File: config.mk
export PLATFORM = sky130hd
export DESIGN_NAME = encrypt_sequencer
export DESIGN_NICKNAME = d
export VERILOG_FILES = /design/src/rtl/encrypt_sequencer.sv
export SDC_FILE = /design/constraint.sdc
export NUM_CORES = 1
export LEC_CHECK = 0
export ABC_AREA = 1
export BUFFER_PORTS_ARGS = -buffer_cell sky130_fd_sc_hd__clkbuf_2
export CAP_MARGIN = 20
export CORE_ASPECT_RATIO = 1.25
export CORE_UTILIZATION = 55
export CTS_CLUSTER_DIAMETER = 100
export DETAILED_ROUTE_END_ITERATION = 8
export GPL_TIMING_DRIVEN = 0
export PLACE_DENSITY = 0.84
export SETUP_SLACK_MARGIN = 0.5
export SLEW_MARGIN = 10
export SYNTH_ARGS = -nofsm -noshare
export SYNTH_HDL_FRONTEND = slang
export SYNTH_SLANG_ARGS = --single-unit
File: constraint.sdc
create_clock -name clk -period 3.2 [get_ports clk]
set_input_delay 0 -clock clk [delete_from_list [all_inputs] [get_ports clk]]
set_output_delay 0 -clock clk [all_outputs]
set_load 0.02 [all_outputs]
File: src/rtl/encrypt_sequencer.sv
// rtl/encrypt_sequencer.sv - TEA encrypt micro-op sequencer driving an external regfile/ALU datapath
//
// Ports:
//   clk, rst_n        clock, asynchronous active-low reset
//   start             begin a run (only looked at while idle)
//   hold              stall; freezes the sequencer while it is busy
//   RA1, RA2          register-file read addresses (operand A, operand B)
//   OPER              ALU op: 0 ADD, 1 SUB, 2 XOR, 3 SHL4, 4 SHR5
//   WA, WE            register-file write address and enable
//   busy, done        busy during INIT/RUN; done is a one-cycle completion pulse
//   step, round       current micro-step (0..16) and round index (0..ROUNDS-1)

module encrypt_sequencer #(
    parameter int ROUNDS = 32
) (
    input  logic       clk,
    input  logic       rst_n,
    input  logic       start,
    input  logic       hold,
    output logic [3:0] RA1,
    output logic [3:0] RA2,
    output logic [2:0] OPER,
    output logic [3:0] WA,
    output logic       WE,
    output logic       busy,
    output logic       done,
    output logic [4:0] step,
    output logic [4:0] round
);

    typedef enum logic [1:0] {
        S_IDLE,
        S_INIT,
        S_RUN,
        S_DONE
    } state_t;

    localparam logic [2:0] OP_ADD  = 3'd0;
    localparam logic [2:0] OP_XOR  = 3'd2;
    localparam logic [2:0] OP_SHL4 = 3'd3;
    localparam logic [2:0] OP_SHR5 = 3'd4;

    localparam logic [4:0] LAST_STEP  = 5'd16;
    localparam logic [4:0] LAST_ROUND = 5'(ROUNDS - 1);

    state_t     state, state_nx;
    logic [4:0] step_q, step_nx;
    logic [4:0] round_q, round_nx;

    always_ff @(posedge clk or negedge rst_n) begin
        if (!rst_n) begin
            state   <= S_IDLE;
            step_q  <= 5'd0;
            round_q <= 5'd0;
        end else begin
            state   <= state_nx;
            step_q  <= step_nx;
            round_q <= round_nx;
        end
    end

    always_comb begin
        state_nx = state;
        step_nx  = step_q;
        round_nx = round_q;
        case (state)
            S_IDLE: begin
                if (start) begin
                    state_nx = S_INIT;
                    step_nx  = 5'd0;
                    round_nx = 5'd0;
                end
            end
            S_INIT: begin
                if (!hold) begin
                    state_nx = S_RUN;
                    step_nx  = 5'd0;
                    round_nx = 5'd0;
                end
            end
            S_RUN: begin
                if (!hold) begin
                    if (step_q == LAST_STEP) begin
                        step_nx = 5'd0;
                        if (round_q == LAST_ROUND) begin
                            state_nx = S_DONE;
                            round_nx = 5'd0;
                        end else begin
                            round_nx = round_q + 5'd1;
                        end
                    end else begin
                        step_nx = step_q + 5'd1;
                    end
                end
            end
            S_DONE: begin
                state_nx = S_IDLE;
                step_nx  = 5'd0;
                round_nx = 5'd0;
            end
            default: begin
                state_nx = S_IDLE;
                step_nx  = 5'd0;
                round_nx = 5'd0;
            end
        endcase
    end

    // Micro-op decode looks only at registered state/step so the datapath
    // addresses never glitch with start/hold; only WE sees hold directly.
    // Steps 1..8 update v0 (R0) from v1, steps 9..16 update v1 (R1) from the
    // new v0, using R8/R9 as scratch.
    always_comb begin
        RA1  = 4'd0;
        RA2  = 4'd0;
        OPER = OP_ADD;
        WA   = 4'd0;
        if (state == S_INIT) begin
            {RA1, RA2, OPER, WA} = {4'd6, 4'd6, OP_XOR, 4'd6};
        end else if (state == S_RUN) begin
            case (step_q)
                5'd0:    {RA1, RA2, OPER, WA} = {4'd6, 4'd7, OP_ADD,  4'd6};
                5'd1:    {RA1, RA2, OPER, WA} = {4'd1, 4'd1, OP_SHL4, 4'd8};
                5'd2:    {RA1, RA2, OPER, WA} = {4'd8, 4'd2, OP_ADD,  4'd8};
                5'd3:    {RA1, RA2, OPER, WA} = {4'd1, 4'd6, OP_ADD,  4'd9};
                5'd4:    {RA1, RA2, OPER, WA} = {4'd8, 4'd9, OP_XOR,  4'd8};
                5'd5:    {RA1, RA2, OPER, WA} = {4'd1, 4'd1, OP_SHR5, 4'd9};
                5'd6:    {RA1, RA2, OPER, WA} = {4'd9, 4'd3, OP_ADD,  4'd9};
                5'd7:    {RA1, RA2, OPER, WA} = {4'd8, 4'd9, OP_XOR,  4'd8};
                5'd8:    {RA1, RA2, OPER, WA} = {4'd0, 4'd8, OP_ADD,  4'd0};
                5'd9:    {RA1, RA2, OPER, WA} = {4'd0, 4'd0, OP_SHL4, 4'd8};
                5'd10:   {RA1, RA2, OPER, WA} = {4'd8, 4'd4, OP_ADD,  4'd8};
                5'd11:   {RA1, RA2, OPER, WA} = {4'd0, 4'd6, OP_ADD,  4'd9};
                5'd12:   {RA1, RA2, OPER, WA} = {4'd8, 4'd9, OP_XOR,  4'd8};
                5'd13:   {RA1, RA2, OPER, WA} = {4'd0, 4'd0, OP_SHR5, 4'd9};
                5'd14:   {RA1, RA2, OPER, WA} = {4'd9, 4'd5, OP_ADD,  4'd9};
                5'd15:   {RA1, RA2, OPER, WA} = {4'd8, 4'd9, OP_XOR,  4'd8};
                5'd16:   {RA1, RA2, OPER, WA} = {4'd1, 4'd8, OP_ADD,  4'd1};
                default: {RA1, RA2, OPER, WA} = {4'd0, 4'd0, OP_ADD,  4'd0};
            endcase
        end
    end

    assign busy  = (state == S_INIT) || (state == S_RUN);
    assign done  = (state == S_DONE);
    assign WE    = busy && !hold;
    assign step  = step_q;
    assign round = round_q;

endmodule

---- Word-level counts from Yosys, hierarchy flattened ----
Memories as Yosys holds them, arrays and structs flattened.
Index checks and enable logic that the tools add are counted.
cells by class
  $add $sub $neg .......................... 2
  multiply operators ...................... 0
  divide/modulo/power cells ............... 0
  order comparisons ....................... 0
  equal/unequal tests ..................... 10
  shift operators ......................... 0
  muxes and demuxes ....................... 23
  bitwise logic cells ..................... 0
  reduce and logical (&&, ||, !) cells .... 7
operators with widths
  kind                                                              number
  5-bit one-hot mux with 4 select lines                             2
  5-bit 2-to-1 mux                                                  7
  4-bit 2-to-1 mux                                                  6
  5-bit by 1-bit adder with 5-bit output (second input constant)    2
  5-bit == test (second input constant)                             2
  2-bit 2-to-1 mux                                                  5
  2-bit != test (second input constant)                             5
  2-bit one-hot mux with 4 select lines                             1
  3-bit 2-to-1 mux                                                  2
  5-bit AND reduction                                               1
  2-bit == test (second input constant)                             2
  4-bit AND reduction                                               1
  3-bit AND reduction                                               1
  2-bit by 1-bit == test with 1-bit output (second input constant)  1
  2-bit logical NOT                                                 1
  1-bit logical AND                                                 1
  1-bit logical NOT                                                 1
  1-bit logical OR                                                  1
word-level totals
  register bits ........................... 12
  latch bits .............................. 0
  memory bits (writable) .................. 0
  ROM bits ................................ 480
  input port bits ......................... 4
  logic and storage cells ................. 46
  memories ................................ 1
memories
  name              depth  bits a word  read ports  clocked after Yosys merged registers in  wr ports  line  source
  (name not given)  32     15           1           0                                        0         121   case (step_q)

---- Longest topological paths before layout ----
  word-level depth ........................ 5
  gate-level depth with buffers ........... 10

---- Least setup slack after synthesis ----
OpenSTA, ideal clock, no wires.
  path kind ............................... register to output
  from .................................... reg step_q[0] (netlist: step[0])
  to ...................................... out RA1[2]
  data arrival time ....................... 1645 ps
  required time ........................... 3200 ps
  setup slack ............................. 1555 ps
  stages on the path, launching flop included .. 6
  cells stage by stage .................... dfrtp_1 -> inv_1 -> ha_1 -> nand2_1 -> o21ai_1 -> buf_4
between the ends
  longest elaborated chain between the ends .. 3
RTL lines
  item                      line  source
  start: declaration        47    logic [4:0] step_q, step_nx;
  start signal: assignment  57    step_q <= step_nx;
  memory read 32 x 15 bit   -
  4-bit 2-to-1 mux          120   end else if (state == S_RUN) begin
  4-bit 2-to-1 mux          118   if (state == S_INIT) begin
  end: declaration          20    output logic [3:0] RA1,
No other way between the ends.

---- Worst setup path in the final report ----
  from .................................... reg state[0]
  to ...................................... out WA[1]
between the ends
  longest elaborated chain between the ends .. 3
RTL lines
  item                      line  source
  start: declaration        46    state_t state, state_nx;
  start signal: assignment  56    state <= state_nx;
  2-bit == test             120
  4-bit 2-to-1 mux          120
  4-bit 2-to-1 mux (*)      118
  end: declaration          23    output logic [3:0] WA,
Every way passes the cells marked *; elsewhere a longest branch is shown, timed or not.

==> key figures <==
Clocking
  • Number of clock buffers inserted by TritonCTS: 3
  • Resized cells post-CTS: 0
  • Insertion delay to the later sink of the worst-skew pair: between 0.2 and 0.3 ns
  • Clk sinks: 12
  • Post-CTS repair timing setup buffer count: 0
  • Worst-path clk slew: 0.07 ns
  • Clock tree from TritonCTS: done
  • Post-CTS Hold Fix Bufs: 1
  • Clk Tree Root Cell: sky130_fd_sc_hd__clkbuf_4
  • Number of buffers between clock root and the deepest sink: 2
  • Number of H-tree levels: 1

Logic synthesis
  • Synthesized area: approximately 1100 sq um
  • Primary flip-flop cell chosen by synthesis mapping: sky130_fd_sc_hd__dfrtp_1
  • Flop and latch count out of synthesis: 12
  • Mean post-synth cell area: 7.47 sq um
  • Number of enable flip-flop cells after synthesis: 0
  • Number of synthesis warnings: 0
  • Library cell with the largest summed area after synthesis: sky130_fd_sc_hd__dfrtp_1
  • Syn Inst Count: roughly 150
  • Syn_nets: roughly 170
  • Part of the Yosys area used for sequential elements: 0.266
  • Area fraction of the dominant cell type after synthesis: 0.266
  • Share of synthesized flip-flops with an asynchronous set or reset: 1.00
  • Dominant cells by area after synthesis: sky130_fd_sc_hd__dfrtp_1 (27%), sky130_fd_sc_hd__ha_1 (13%), sky130_fd_sc_hd__nand2_1 (9.0%)
  • Cell variety after synth: 25

Routing
  • Antenna Violating Nets Remaining: 0
  • Vias/cell: between 5 and 6
  • Post-detailed-route wirelength per cell: 11.5 microns
  • Violation count after the first detailed-route iteration: 29
  • First-pass DRT Iterations: 4
  • DRC violations left: 0
  • Vias: between 1000 and 1500
  • Overall routed net length: 2370 microns

Finish
  • Fraction of layout cells with a size suffix above 1: 0.360
  • Final antenna diode count: 0
  • Reg area: roughly 300 sq um
  • P&R area growth vs syn: 18.8%
  • Number of cells in the finished layout apart from fillers: 205
  • Final design utilization: 0.723
  • Post-layout nets: 204
  • Commonest non-fill, non-tap cells in the layout: sky130_fd_sc_hd__clkbuf_2 (31), sky130_fd_sc_hd__nand2_1 (27), sky130_fd_sc_hd__nor2_1 (16), sky130_fd_sc_hd__inv_1 (14)
  • Filler cell count in the final layout: 162
  • Final instance area: between 1000 and 1500 sq um
  • Most frequent standard cell in the layout excluding fill and tap cells: sky130_fd_sc_hd__clkbuf_2
  • Multi-input gate area in the final layout: a little under 700 sq um

Floorplanning
  • Number of rows created at floorplan: 17
  • Die X-Extent: 42.5 microns
  • Starting Density: 0.609
  • Die Footprint: between 2000 and 2500 sq um
  • Core Region: approximately 1900 sq um
  • Number of primary I/O pins: 32
  • Die Y-Extent: around 53 microns

Global route
  • GRT overflow: 0
  • Wire length of the first global-routing pass: 4030 microns
  • Via count of the first global-routing pass: 992
  • All-Layer GR Usage: 0.237
  • Largest net degree at the start of global routing: 13
  • Number of antenna violations at the first check in global routing: 0

Place
  • Cell total after placement: 201
  • Total half-perimeter wirelength after legalization and detailed placement: between 1500 and 2000 microns
  • Final GP Congestion: between 0.8 and 0.9
  • Placement-stage worst setup slack: roughly 1.5 ns
  • # port buffers: 31
  • Placed cell areas: around 1300 sq um

Setup path
  • Required @ worst endpoint: approximately 3.2 ns
  • Launch instance of the worst register-to-register path: round[0]
  • Maximum net fanout on the critical path: 9
  • Cell depth of the worst flop-to-flop path: 8
  • Startpoint type of the worst setup path: flip-flop
  • Category of the worst setup path capture point: output pin
  • Data arrival time of the critical path: just under 2 ns
  • Category of the most critical setup path: reg2out
  • Critical path startpoint: state[0]
  • FF-to-FF setup slack: 1.52 ns

STA
  • Highest clock frequency the design can meet: between 0.5 and 0.6 GHz
  • Setup repair after global routing missed its margin: false
  • Setup_tns: 0 ns
  • Period utilization: 0.603
  • Final critical-path setup slack: around 1.3 ns
  • Max Slew Vio Count: 0
  • Worst hold margin: ~0.15 ns
  • Setup violations, final: 0
  • Final setup skew: 0.00982 ns
  • Number of hold-slack violations in the final timing report: 0
  • Worst slew pin tran: between 0.2 and 0.3 ns
  • Relative max-transition margin: 0.800
  • Time the final worst path needs with I/O delays and setup: 1.93 ns

Pwr
  • Total power divided by cell area: between 900 and 1000 nW/um^2
  • Worst IR drop on VDD: approximately 0.56 mV
  • Leakage power total: about 0.73 nW
  • Post-route total power: around 1.3 mW

Run status
  • Outcome: finished, final reports clean

Flow run
  • Count of max-cap constraint violations: 0

Worst hold path
  • Hold WC Path Type: in2async
-- metal layers --
metal | vias to the layer above | share of wire | track usage
li1 | 557 | - | -
met1 | 493 | 0.40 | 0.258
met2 | 38 | 0.54 | 0.451
met3 | 4 | 0.042 | 0.0138
met4 | 0 | 0.013 | 0.135
met5 | - | 0 | 0
-- synthesized netlist by cell type, types with 2 or more instances --
cell / instances
sky130_fd_sc_hd__dfrtp_1: 12
sky130_fd_sc_hd__nand2_4: 2
sky130_fd_sc_hd__nor3_1: 3
sky130_fd_sc_hd__nand3_1: 12
sky130_fd_sc_hd__o21ai_1: 5
sky130_fd_sc_hd__nand2_2: 6
sky130_fd_sc_hd__o21ai_2: 4
sky130_fd_sc_hd__ha_1: 12
sky130_fd_sc_hd__nand4_1: 3
sky130_fd_sc_hd__buf_4: 5
sky130_fd_sc_hd__nor2_2: 3
sky130_fd_sc_hd__nor2_8: 2
sky130_fd_sc_hd__a21oi_1: 9
sky130_fd_sc_hd__buf_6: 3
sky130_fd_sc_hd__inv_1: 14
sky130_fd_sc_hd__inv_2: 5
sky130_fd_sc_hd__nor2_1: 16
sky130_fd_sc_hd__nand2_1: 27
sky130_fd_sc_hd__o22ai_1: 2
-- power by group --
group / internal, mW / switching, mW / total [mW]
clock: 0.0434 / 0.0446 / 0.0880
combinational: 0.341 / 0.610 / 0.951
sequential: 0.187 / 0.0442 / 0.231
total: 0.572 / 0.699 / 1.27
-- worst paths after layout --
| check | end |
|---|---|
| hold / removal | round[4] |
| setup / recovery | WA[1] |
| min in group clk | step[0] |
| hold reg to reg | round[4] |
| setup reg to reg | round[0] |
| max in group asynchronous | round[1] |
-- worst max-delay path, stage by stage (launching register included) --
cell,delay (ns)
sky130_fd_sc_hd__dfrtp_1,0.42
sky130_fd_sc_hd__inv_1,0.10
sky130_fd_sc_hd__ha_1,0.17
sky130_fd_sc_hd__buf_6,0.15
sky130_fd_sc_hd__inv_2,0.06
sky130_fd_sc_hd__nor2_2,0.16
sky130_fd_sc_hd__inv_1,0.08
sky130_fd_sc_hd__o21ai_1,0.23
sky130_fd_sc_hd__buf_4,0.15
sky130_fd_sc_hd__clkbuf_2,0.15
-- cells by family (layout without fill, tap and decap cells) --
family | count (synthesis) | after routing | share of synthesized area
simple gates | 76 | 76 | 0.346
buf+inv | 28 | 63 | 0.131
compound gates | 22 | 22 | 0.115
fa+ha+maj | 12 | 12 | 0.133
flops | 12 | 12 | 0.266
xor+xnor | 1 | 1 | 0.00777
-- layout make-up --
type,instances,area share
clock buffer,3,0.0168
tap,19,0.0178
buffer,9,0.0570
multi-input combinational,111,0.507
sequential,12,0.224
inverter,19,0.0533
timing repair buffer,32,0.123
-- flip-flops by register name (all words and copies together) (netlist names) --
register and flops:
round 5, step 5, state 2
Power figures use the tool's default switching activity.
